**config.mk**
```make
export PLATFORM = sky130hd
export DESIGN_NAME = touch_event_queue
export DESIGN_NICKNAME = d
export VERILOG_FILES = /design/src/rtl/touch_event_queue.sv
export SDC_FILE = /design/constraint.sdc
export NUM_CORES = 1
export LEC_CHECK = 0
export CAP_MARGIN = 15
export CORE_ASPECT_RATIO = 0.8
export CORE_UTILIZATION = 35
export CTS_BUF_LIST = sky130_fd_sc_hd__clkbuf_2
export CTS_CLUSTER_SIZE = 24
export DETAILED_ROUTE_END_ITERATION = 8
export HOLD_SLACK_MARGIN = 0.03
export MAX_ROUTING_LAYER = met4
export PLACE_DENSITY = 0.52
export SYNTH_ARGS = -nofsm -noshare
export SYNTH_HDL_FRONTEND = slang
export SYNTH_SLANG_ARGS = --single-unit
```
**constraint.sdc**
```tcl
create_clock -name i_clk -period 5.74 [get_ports i_clk]
set_input_delay 0.574 -clock i_clk [delete_from_list [all_inputs] [get_ports i_clk]]
set_output_delay 0.574 -clock i_clk [all_outputs]
set_load 0.03 [all_outputs]
```
**src/rtl/touch_event_queue.sv**
```systemverilog
// ============================================================================
//  Module   : touch_event_queue
//  Purpose  : Queues one-cycle gesture pulses as 2-bit event codes for a
//             valid/ready consumer, and tracks events lost to a full queue.
//  Revision : 1.0  initial release
// ============================================================================
`default_nettype none

module touch_event_queue #(
  parameter int DEPTH  = 4,
  parameter int DROP_W = 8
) (
  input  logic                     i_clk,
  input  logic                     i_rst_n,
  input  logic                     i_touch_key1,
  input  logic                     i_touch_key2,
  input  logic                     i_touch_key3,
  input  logic                     i_evt_ready,
  input  logic                     i_ovf_clr,
  output logic                     o_evt_valid,
  output logic [1:0]               o_evt_code,
  output logic [$clog2(DEPTH):0]   o_evt_count,
  output logic                     o_overflow,
  output logic [DROP_W-1:0]        o_drop_cnt
);

  localparam int AW = $clog2(DEPTH);
  localparam logic [AW:0] c_depth = (AW+1)'(DEPTH);

  localparam logic [1:0] c_st_empty   = 2'd0;
  localparam logic [1:0] c_st_partial = 2'd1;
  localparam logic [1:0] c_st_full    = 2'd2;

  logic [1:0]        r_mem [DEPTH];
  logic [AW-1:0]     r_rd_ptr;
  logic [AW-1:0]     r_wr_ptr;
  logic [AW:0]       r_count;
  logic [1:0]        r_state;
  logic [1:0]        r_code;
  logic              r_overflow;
  logic [DROP_W-1:0] r_drop_cnt;

  logic              w_push;
  logic              w_pop;
  logic              w_accept;
  logic              w_drop;
  logic [1:0]        w_code;
  logic [AW-1:0]     w_rd_next;
  logic [AW-1:0]     w_wr_next;
  logic [AW:0]       w_count_next;
  logic [1:0]        w_state_next;
  logic [1:0]        w_code_next;

  always_comb begin
    w_push = i_touch_key1 | i_touch_key2 | i_touch_key3;
    if (i_touch_key3)      w_code = 2'b11;
    else if (i_touch_key2) w_code = 2'b10;
    else if (i_touch_key1) w_code = 2'b01;
    else                   w_code = 2'b00;

    w_pop    = (r_state != c_st_empty) && i_evt_ready;
    // A full queue still accepts when the head leaves in the same cycle.
    w_accept = w_push && ((r_count != c_depth) || w_pop);
    w_drop   = w_push && !w_accept;

    w_rd_next = w_pop    ? r_rd_ptr + 1'b1 : r_rd_ptr;
    w_wr_next = w_accept ? r_wr_ptr + 1'b1 : r_wr_ptr;

    case ({w_accept, w_pop})
      2'b10:   w_count_next = r_count + 1'b1;
      2'b01:   w_count_next = r_count - 1'b1;
      default: w_count_next = r_count;
    endcase

    if (w_count_next == '0)           w_state_next = c_st_empty;
    else if (w_count_next == c_depth) w_state_next = c_st_full;
    else                              w_state_next = c_st_partial;

    // Registered head: the new entry bypasses memory when it lands at the head slot.
    if (w_count_next == '0)                         w_code_next = 2'b00;
    else if (w_accept && (r_wr_ptr == w_rd_next))   w_code_next = w_code;
    else                                            w_code_next = r_mem[w_rd_next];
  end

  always_ff @(posedge i_clk or negedge i_rst_n) begin
    if (!i_rst_n) begin
      for (int i = 0; i < DEPTH; i++) r_mem[i] <= 2'b00;
      r_rd_ptr <= '0;
      r_wr_ptr <= '0;
      r_count  <= '0;
      r_state  <= c_st_empty;
      r_code   <= 2'b00;
    end else begin
      if (w_accept) r_mem[r_wr_ptr] <= w_code;
      r_rd_ptr <= w_rd_next;
      r_wr_ptr <= w_wr_next;
      r_count  <= w_count_next;
      r_state  <= w_state_next;
      r_code   <= w_code_next;
    end
  end

  // A drop in the same cycle as a clear restarts the count at one.
  always_ff @(posedge i_clk or negedge i_rst_n) begin
    if (!i_rst_n) begin
      r_overflow <= 1'b0;
      r_drop_cnt <= '0;
    end else if (w_drop) begin
      r_overflow <= 1'b1;
      if (i_ovf_clr)        r_drop_cnt <= DROP_W'(1);
      else if (!(&r_drop_cnt)) r_drop_cnt <= r_drop_cnt + 1'b1;
    end else if (i_ovf_clr) begin
      r_overflow <= 1'b0;
      r_drop_cnt <= '0;
    end
  end

  assign o_evt_valid = (r_state != c_st_empty);
  assign o_evt_code  = r_code;
  assign o_evt_count = r_count;
  assign o_overflow  = r_overflow;
  assign o_drop_cnt  = r_drop_cnt;

endmodule

`default_nettype wire

```
==> flow_summary.toml, run 1 <==
[setup_path]
critical_path.cell_chain = "clkdlybuf4s50_1, o21ai_4, a31oi_2, inv_1, ha_1, inv_1, fa_1, nor2b_1, a21oi_1, nor2b_1, a21oi_1"
critPathLaunchType = "primary input"
rr_startpoint = "o_evt_count[0]$_DFF_PN0_"
timing.rr.end = "o_evt_code[1]$_DFF_PN0_"
rr_worst_depth = 10
slowest_stage = "clkdlybuf4s50_1"
crit_buf_inv = 3
slowest_delay_ns = 0.58
cp_data_arrival_time_ns = 3.23
rrSetupSlack_ns = 3.15
crit_type = "in -> reg"
crit_path_end_kind = "register"
worstPathRequired_ns = 6.06
crit_family = "compound AO/OA/AOI/OAI gates"
critical_path.max_fanout = 9

[sta]
finalSetupViolCount = 0
period_minus_slack_ns = 2.91
hold_ws_ns = 0.535
hold_viol_final = 0
clock-skew-final_ns = 0.00622
rsz0062_at_grt = "false"
maxSlewViolCount = 0
worst_pin_slew_ns = 0.516
slew_headroom_pct = 65.6
fmax_ghz = 0.344
finalSetupTns_ns = 0
fin_ws_ns = 2.83
period_share_pct = 50.7

[global_routing]
grt_overflow = 0
grt_max_degree = 29
grt_pass1_wl_um = 5600
grt_usage_pct = 15.4
antenna_found_initial = 0
grt_pass1_vias = 1108

[hold_path]
worstHoldPathType = "in -> async"

[layout]
syn_to_final_growth_pct = 17.9
fin_util_pct = 44.1
fin_nets = 189
final_area_mm2 = 0.00190
drive_gt1_share_pct = 9.77
fin_cells = 231
antenna_cells = 0

[die]
initial_core_util_pct = 37.4
core_area_mm2 = 0.00431
die_w_um = 77.8
die_h_um = 62.7
die_area_mm2 = 0.00488
ios = 22
row_count = 21

[pwr]
max-vdd-ir-drop_mv = 0.233
p_total_mw = 0.896
p_per_area_mw_per_mm2 = 472
p_leak_nw = 0.795

[place]
place_inst = 227
place.gp.congestion = 0.753
place_area_mm2 = 0.00188
place_ws_ns = 2.43
io_buffers = 21
post-dp-hpwl_um = 2510

[clock_tree]
ctsHoldBuffers = 0
cts_buffer_depth = 2
post_cts_resized = 0
cts_tree = "built"
cts_buffers = 3
cts_root_buf = "clkbuf_2"
cts_sinks = 28
h-tree-depth = 1
cts.clk_slew.worst_paths_ns = 0.26
cts_setup_buffers = 0
clock_latency_ns = 0.37

[logic_synthesis]
syn_inst = 151
ys_types = 40
yosysSeqAreaShare_pct = 43.5
yosysMostFrequentCell = "dfrtp_1"
synthArstFlopShare_pct = 100
ys_warn_count = 0
netlist.area_leader.share_pct = 43.5
netlist_area_mm2 = 0.00161
synth-main-ff-cell = "dfrtp_1"
synth_top_area_cell = "dfrtp_1"
synth_nets = 165
ys_seq_elements = 28
synth.avg_cell_area_um2 = 10.7
ys_top_cells_by_count = "dfrtp_1 (28), nand2_1 (18), inv_1 (13)"
synth_edf_count = 0
synth.area.top_cells = "dfrtp_1 (44%), xnor2_1 (5.4%), ha_1 (4.7%)"

[drt]
wirelength_um = 3280
drc = 0
drt_iter0_markers = 125
antenna_left = 0
vias = 1138
avgViaCountPerCell = 4.93
wire_per_inst_um = 14.2
dr.pass1.iters = 4

[run]
cap_violations = 0

[status]
status = "finished, final reports clean"
[area by class of cell]
cell class	instances	area, um2
fillers	427	2410
flip-flops and latches	28	701
well taps	57	71.3
repair buffers	22	218
inverters	14	55.1
clock inverters	1	3.75
multi-input cells	106	836
clock buffers	3	15.0
[placed cells by master, fill, tap and decap left out, drive strengths merged, types with 4 or more instances in the layout]
cell type      netlist  final
inv                 14     14
o21ai               11     11
dfrtp               28     28
a21oi                6      6
clkdlybuf4s50        0     21
nor2                10     10
ha                   6      6
nor2b                4      4
xnor2               10     10
nand2               18     18
[cells by family after synthesis]
logic type	share of synthesized area [%]
flops	43.5
fa+ha+maj	5.91
xor+xnor	7.46
buf+inv	4.58
compound gates	17.0
simple gates	16.2
mux	5.28
[where the power goes]
| group | switching, mW | internal (mW) | leakage [nW] |
|---|---|---|---|
| combinational | 0.247 | 0.218 | 0.431 |
| clock | 0.0592 | 0.0151 | 0.0140 |
| sequential | 0.0830 | 0.274 | 0.350 |
[worst max-delay path by stage]
stage | startpoint | to | slack (ns) | depth (start not counted)
floorplan | o_evt_count[0]$_DFF_PN0_ | o_evt_code[0]$_DFF_PN0_ | 3.27 | 11
global placement | i_evt_ready | o_evt_code[1]$_DFF_PN0_ | 2.53 | 11
detailed placement | i_evt_ready | o_evt_code[1]$_DFF_PN0_ | 2.43 | 11
CTS | i_evt_ready | o_evt_code[1]$_DFF_PN0_ | 2.86 | 11
global route | i_evt_ready | o_evt_code[1]$_DFF_PN0_ | 2.69 | 11
finish | i_evt_ready | o_evt_code[1]$_DFF_PN0_ | 2.83 | 11
[registers in the layout (all words and copies together) (netlist names)]
signal,cells
o_overflow,1
r_wr_ptr,2
o_drop_cnt,8
r_state,2
o_evt_code,2
r_mem,8
r_rd_ptr,2
o_evt_count,3
[metal layers]
layer	global-route usage, %	part of all wire (%)	wire, um
met2	19.1	38	1250
met1	24.2	57	1870
met4	3.07	1.1	35
met3	3.94	3.7	122
met5	-	0	0
Power figures use the tool's default switching activity.
==> run 2: changes to the inputs <==
- clock period: 5.74 -> 2.8 ns (I/O delays scaled with it)
==> run 2 against run 1 <==
- hold slack lost 0.29 ns
- critical path depth is the same
- worst setup slack worse by 2.5 ns
- combinational power increased by 100%
- clock skew decreased by 0.0019 ns
- wire length increased by 2.0%
- utilization up 0.17 points
- first-iteration DRC count fell by 57%
- critical path type is now reg -> reg
- largest cell class unchanged
- highest routed layer unchanged
==> flow_summary.toml, run 2 (same netlist as run 1, synthesis figures left out) <==
[global_routing]
grt_pass1_vias = 1247
grt_usage_pct = 16.7
grt_overflow = 0
grt_pass1_wl_um = 6090
antenna_found_initial = 0
grt_max_degree = 29

[die]
die_w_um = 77.8
core_area_mm2 = 0.00431
ios = 22
row_count = 21
initial_core_util_pct = 37.4
die_h_um = 62.7
die_area_mm2 = 0.00488

[pwr]
switching_share_pct = 43.4
p_int_mw = 1.04
comb_power_share_pct = 51.4
p_leak_nw = 0.799
power_frac_clock_pct = 8.3
max-vdd-ir-drop_mv = 0.409
seq_power_share_pct = 40.2
p_per_area_mw_per_mm2 = 963
p_sw_mw = 0.796

[sta]
clock-skew-final_ns = 0.00428
worst_pin_slew_ns = 0.463
period_minus_slack_ns = 2.46
fmax_ghz = 0.406
slew_headroom_pct = 69.2
hold_viol_final = 0
fin_ws_ns = 0.339
period_share_pct = 87.9
rsz0062_at_grt = "false"
maxSlewViolCount = 0
hold_ws_ns = 0.243
finalSetupTns_ns = 0
finalSetupViolCount = 0

[setup_path]
crit_type = "reg -> reg"
rr_worst_depth = 11
critPathLaunchType = "register"
worstPathRequired_ns = 3.10
timing.rr.end = "o_evt_code[1]$_DFF_PN0_"
rr_startpoint = "o_evt_count[0]$_DFF_PN0_"
cp_data_arrival_time_ns = 2.76
rrSetupSlack_ns = 0.34
crit_path_end_kind = "register"
critical_path.max_fanout = 5
startpoint = "o_evt_count[0]$_DFF_PN0_"

[place]
post-dp-hpwl_um = 2550
io_buffers = 21
place.gp.congestion = 0.843
place_ws_ns = 0.0333

[drt]
wirelength_um = 3350
vias = 1164
drc = 0
antenna_left = 0
avgViaCountPerCell = 5.02
drt_iter0_markers = 54
wire_per_inst_um = 14.4
dr.pass1.iters = 4

[run]
cap_violations = 0

[clock_tree]
cts_root_buf = "clkbuf_2"
cts_buffer_depth = 2
cts_sinks = 28
cts_buffers = 3
post_cts_resized = 0
cts_tree = "built"
clock_latency_ns = 0.37
cts_setup_buffers = 0
cts.clk_slew.worst_paths_ns = 0.26
h-tree-depth = 1
ctsHoldBuffers = 0

[layout]
final_cell_mix = "dfrtp_1 (28), clkdlybuf4s50_1 (21), nand2_1 (18)"
mostFrequentLayoutCell = "dfrtp_1"
syn_to_final_growth_pct = 18.4
drive_gt1_share_pct = 10.3
antenna_cells = 0
fin_nets = 190

[status]
status = "finished, final reports clean"

[hold_path]
worstHoldPathType = "in -> async"
==> run 2: area by class of cell <==
| class | count | area [um2] |
|---|---|---|
| repair buffers | 23 | 225 |
| clock inverters | 1 | 3.75 |
| clock buffers | 3 | 15.0 |
| well taps | 57 | 71.3 |
| inverters | 14 | 55.1 |
| fillers | 423 | 2400 |
| multi-input cells | 106 | 836 |
| flip-flops and latches | 28 | 701 |
==> run 2: worst max-delay path by stage <==
stage,endpoint,slack (ns)
3_3_place_gp,o_evt_code[1]$_DFF_PN0_,0.03
4_1_cts,o_evt_code[1]$_DFF_PN0_,0.33
6_report,o_evt_code[1]$_DFF_PN0_,0.34
3_5_place_dp,o_evt_code[1]$_DFF_PN0_,0.03
5_1_grt,o_evt_code[1]$_DFF_PN0_,0.11
2_1_floorplan,o_evt_code[0]$_DFF_PN0_,0.33
==> run 2: critical path, stage by stage, from the launching register on <==
cell,delay [ns]
dfrtp_1,0.49
nor2_1,0.29
a31oi_2,0.14
inv_1,0.09
ha_1,0.18
inv_1,0.06
fa_1,0.39
xor2_1,0.14
nor2_1,0.07
xnor2_1,0.25
nor2b_1,0.22
a21oi_1,0.06
==> run 2: per-layer routing <==
metal	track usage, %	share of wire (%)	up-vias
li1	-	-	574
met1	22.5	52	566
met2	25.8	43	22
met3	4.09	4.1	2
met4	2.83	0.54	0
met5	-	0	-
==> run 2: power by group through the flow <==
stage / combinational, mW / sequential (mW) / clock (mW)
CTS: 0.955 / 0.737 / 0.160
floorplan: 0.628 / 0.778 / 0
global route: 1.07 / 0.767 / 0.182
finish: 0.944 / 0.739 / 0.153
detailed placement: 0.949 / 0.747 / 0
global placement: 0.928 / 0.741 / 0
==> run 2: per-stage QoR <==
stage / instances / util [%] / total power [mW] / cell area [um2]
CTS: 232 / 44.3 / 1.85 / 1910
global placement: 228 / 43.8 / 1.67 / 1890
floorplan: 151 / - / 1.41 / 1610
detailed placement: 228 / 43.8 / 1.70 / 1890
global route: 232 / 44.3 / 2.02 / 1910
finish: 232 / 44.3 / 1.84 / 1910
==> run 3: changes to the inputs <==
- clock period: 2.8 -> 2.3 ns (I/O delays scaled with it)
==> run 3 against run 2 <==
- via count rose by 3.7%
- non-clock buffer count rose by 15
- total power rose by 34%
- register-to-register slack got worse by 0.25 ns
- clock-buffer cell count rose by 1
- first-iteration DRC count rose by 3.7%
- clock skew rose by 0.010 ns
- sequential power rose by 23%
- clock power rose by 25%
- worst setup slack got worse by 0.25 ns
- global-route usage fell by 0.59 points
- fmax rose by 11%
- critical endpoint is now o_evt_code[0]$_DFF_PN0_
==> flow_summary.toml, run 3 (same netlist as run 1, synthesis figures left out) <==
[setup_path]
crit_type = "reg -> reg"
slowest_stage = "fa_2"
rrSetupSlack_ns = 0.09
startpoint = "o_evt_count[0]$_DFF_PN0_"
crit_path_end_kind = "register"
cp_data_arrival_time_ns = 2.51
rr_startpoint = "o_evt_count[0]$_DFF_PN0_"
worstPathRequired_ns = 2.60
slowest_delay_ns = 0.52
cp_common_cell = "inv_1"
crit_family = "adder cells"
critical_path.cell_chain = "nor2_4, a31oi_2, inv_1, ha_2, inv_1, fa_2, nor2b_1, a21oi_2, nor2b_2, a21oi_1"
critical_path.max_fanout = 4
critPathLaunchType = "register"
crit_buf_inv = 2

[global_routing]
grt-busiest-layer = "met2"
grtUsageMet2_pct = 23.7
grt_usage_pct = 16.1
grt_overflow = 0
gr-usage-met3_pct = 3.94
grt_max_degree = 29
grt_pass1_wl_um = 5930
antenna_found_initial = 0
grt_pass1_vias = 1180
met1_usage_pct = 22.5

[sta]
maxSlewViolCount = 0
slew_headroom_pct = 70.4
hold_viol_final = 0
hold_ws_ns = 0.192
period_share_pct = 96.3
period_minus_slack_ns = 2.21
clock-skew-final_ns = 0.0146
fmax_ghz = 0.452
worst_pin_slew_ns = 0.445
fin_ws_ns = 0.0861
finalSetupViolCount = 0

[drt]
wire_per_inst_um = 14.7
drt_iter0_markers = 56
vias = 1207
dr.pass1.iters = 4
wirelength_um = 3630
antenna_left = 0
avgViaCountPerCell = 4.89
drc = 0

[pwr]
comb_power_share_pct = 55.2
p_leak_nw = 0.871
p_int_mw = 1.42
p_total_mw = 2.45
switching_share_pct = 42.1
max-vdd-ir-drop_mv = 0.614
p_sw_mw = 1.03
power_frac_clock_pct = 7.8
p_per_area_mw_per_mm2 = 1200
seq_power_share_pct = 37.0

[layout]
fin_nets = 205
final_cell_mix = "dfrtp_1 (25), clkdlybuf4s50_1 (21), nand2_1 (18)"
fin_cells = 247
fin_util_pct = 47.4
mostFrequentLayoutCell = "dfrtp_1"
antenna_cells = 0
syn_to_final_growth_pct = 26.9
drive_gt1_share_pct = 22.1

[status]
status = "finished, final reports clean"

[clock_tree]
cts_buffer_depth = 2
cts_buffers = 3
ctsHoldBuffers = 0
h-tree-depth = 1
cts_root_buf = "clkbuf_2"
cts_tree = "built"
clock_latency_ns = 0.37
cts.clk_slew.worst_paths_ns = 0.26
cts_sinks = 28

[hold_path]
worstHoldPathType = "in -> async"

[place]
place.gp.congestion = 0.804
place_ws_ns = -0.294
post-dp-hpwl_um = 2650
io_buffers = 21
place_inst = 239

[die]
row_count = 21
die_h_um = 62.7
initial_core_util_pct = 37.4
die_w_um = 77.8
ios = 22
die_area_mm2 = 0.00488
core_area_mm2 = 0.00431

[run]
cap_violations = 0
## run 3: layout make-up
cell class / instances / area (um2)
fillers: 429 / 2270
multi-input cells: 106 / 855
flip-flops and latches: 28 / 704
repair buffers: 38 / 338
well taps: 57 / 71.3
inverters: 14 / 55.1
clock buffers: 4 / 20.0
## run 3: layer usage
metal / routed length [um] / share of wire, %
met5: 0 / 0
met4: 35 / 0.96
met3: 138 / 3.8
met2: 1680 / 46
met1: 1780 / 49
## run 3: what timing repair did
item / 4_1_cts / 5_1_grt
gates resized for setup: 0 / 4
setup endpoints to repair: 0 / 3
setup buffers: 0 / 4
## run 3: power groups by stage
stage / Combinational [mW] / Sequential, mW / Clock [mW]
floorplan: 0.769 / 0.962 / 0
global placement: 1.24 / 0.920 / 0
detailed placement: 1.26 / 0.927 / 0
CTS: 1.28 / 0.915 / 0.199
global route: 1.49 / 0.937 / 0.222
finish: 1.35 / 0.908 / 0.192
## run 3: worst paths after layout
path	endpoint	cells past startpoint
min in group i_clk	o_overflow$_DFFE_PN0P_	2
max	o_evt_code[0]$_DFF_PN0_	10
max in group asynchronous	o_evt_count[0]$_DFF_PN0_	2
max reg2reg	o_evt_code[0]$_DFF_PN0_	10
min reg2reg	o_overflow$_DFFE_PN0P_	2
min	o_drop_cnt[5]$_DFFE_PN0P_	2
## run 3: metrics by stage
| step | TNS [ns] | area (um2) |
|---|---|---|
| floorplan | 0 | 1620 |
| global placement | -0.658 | 1980 |
| detailed placement | -1.09 | 1980 |
| CTS | 0 | 2000 |
| global route | -0.0218 | 2040 |
| finish | 0 | 2040 |
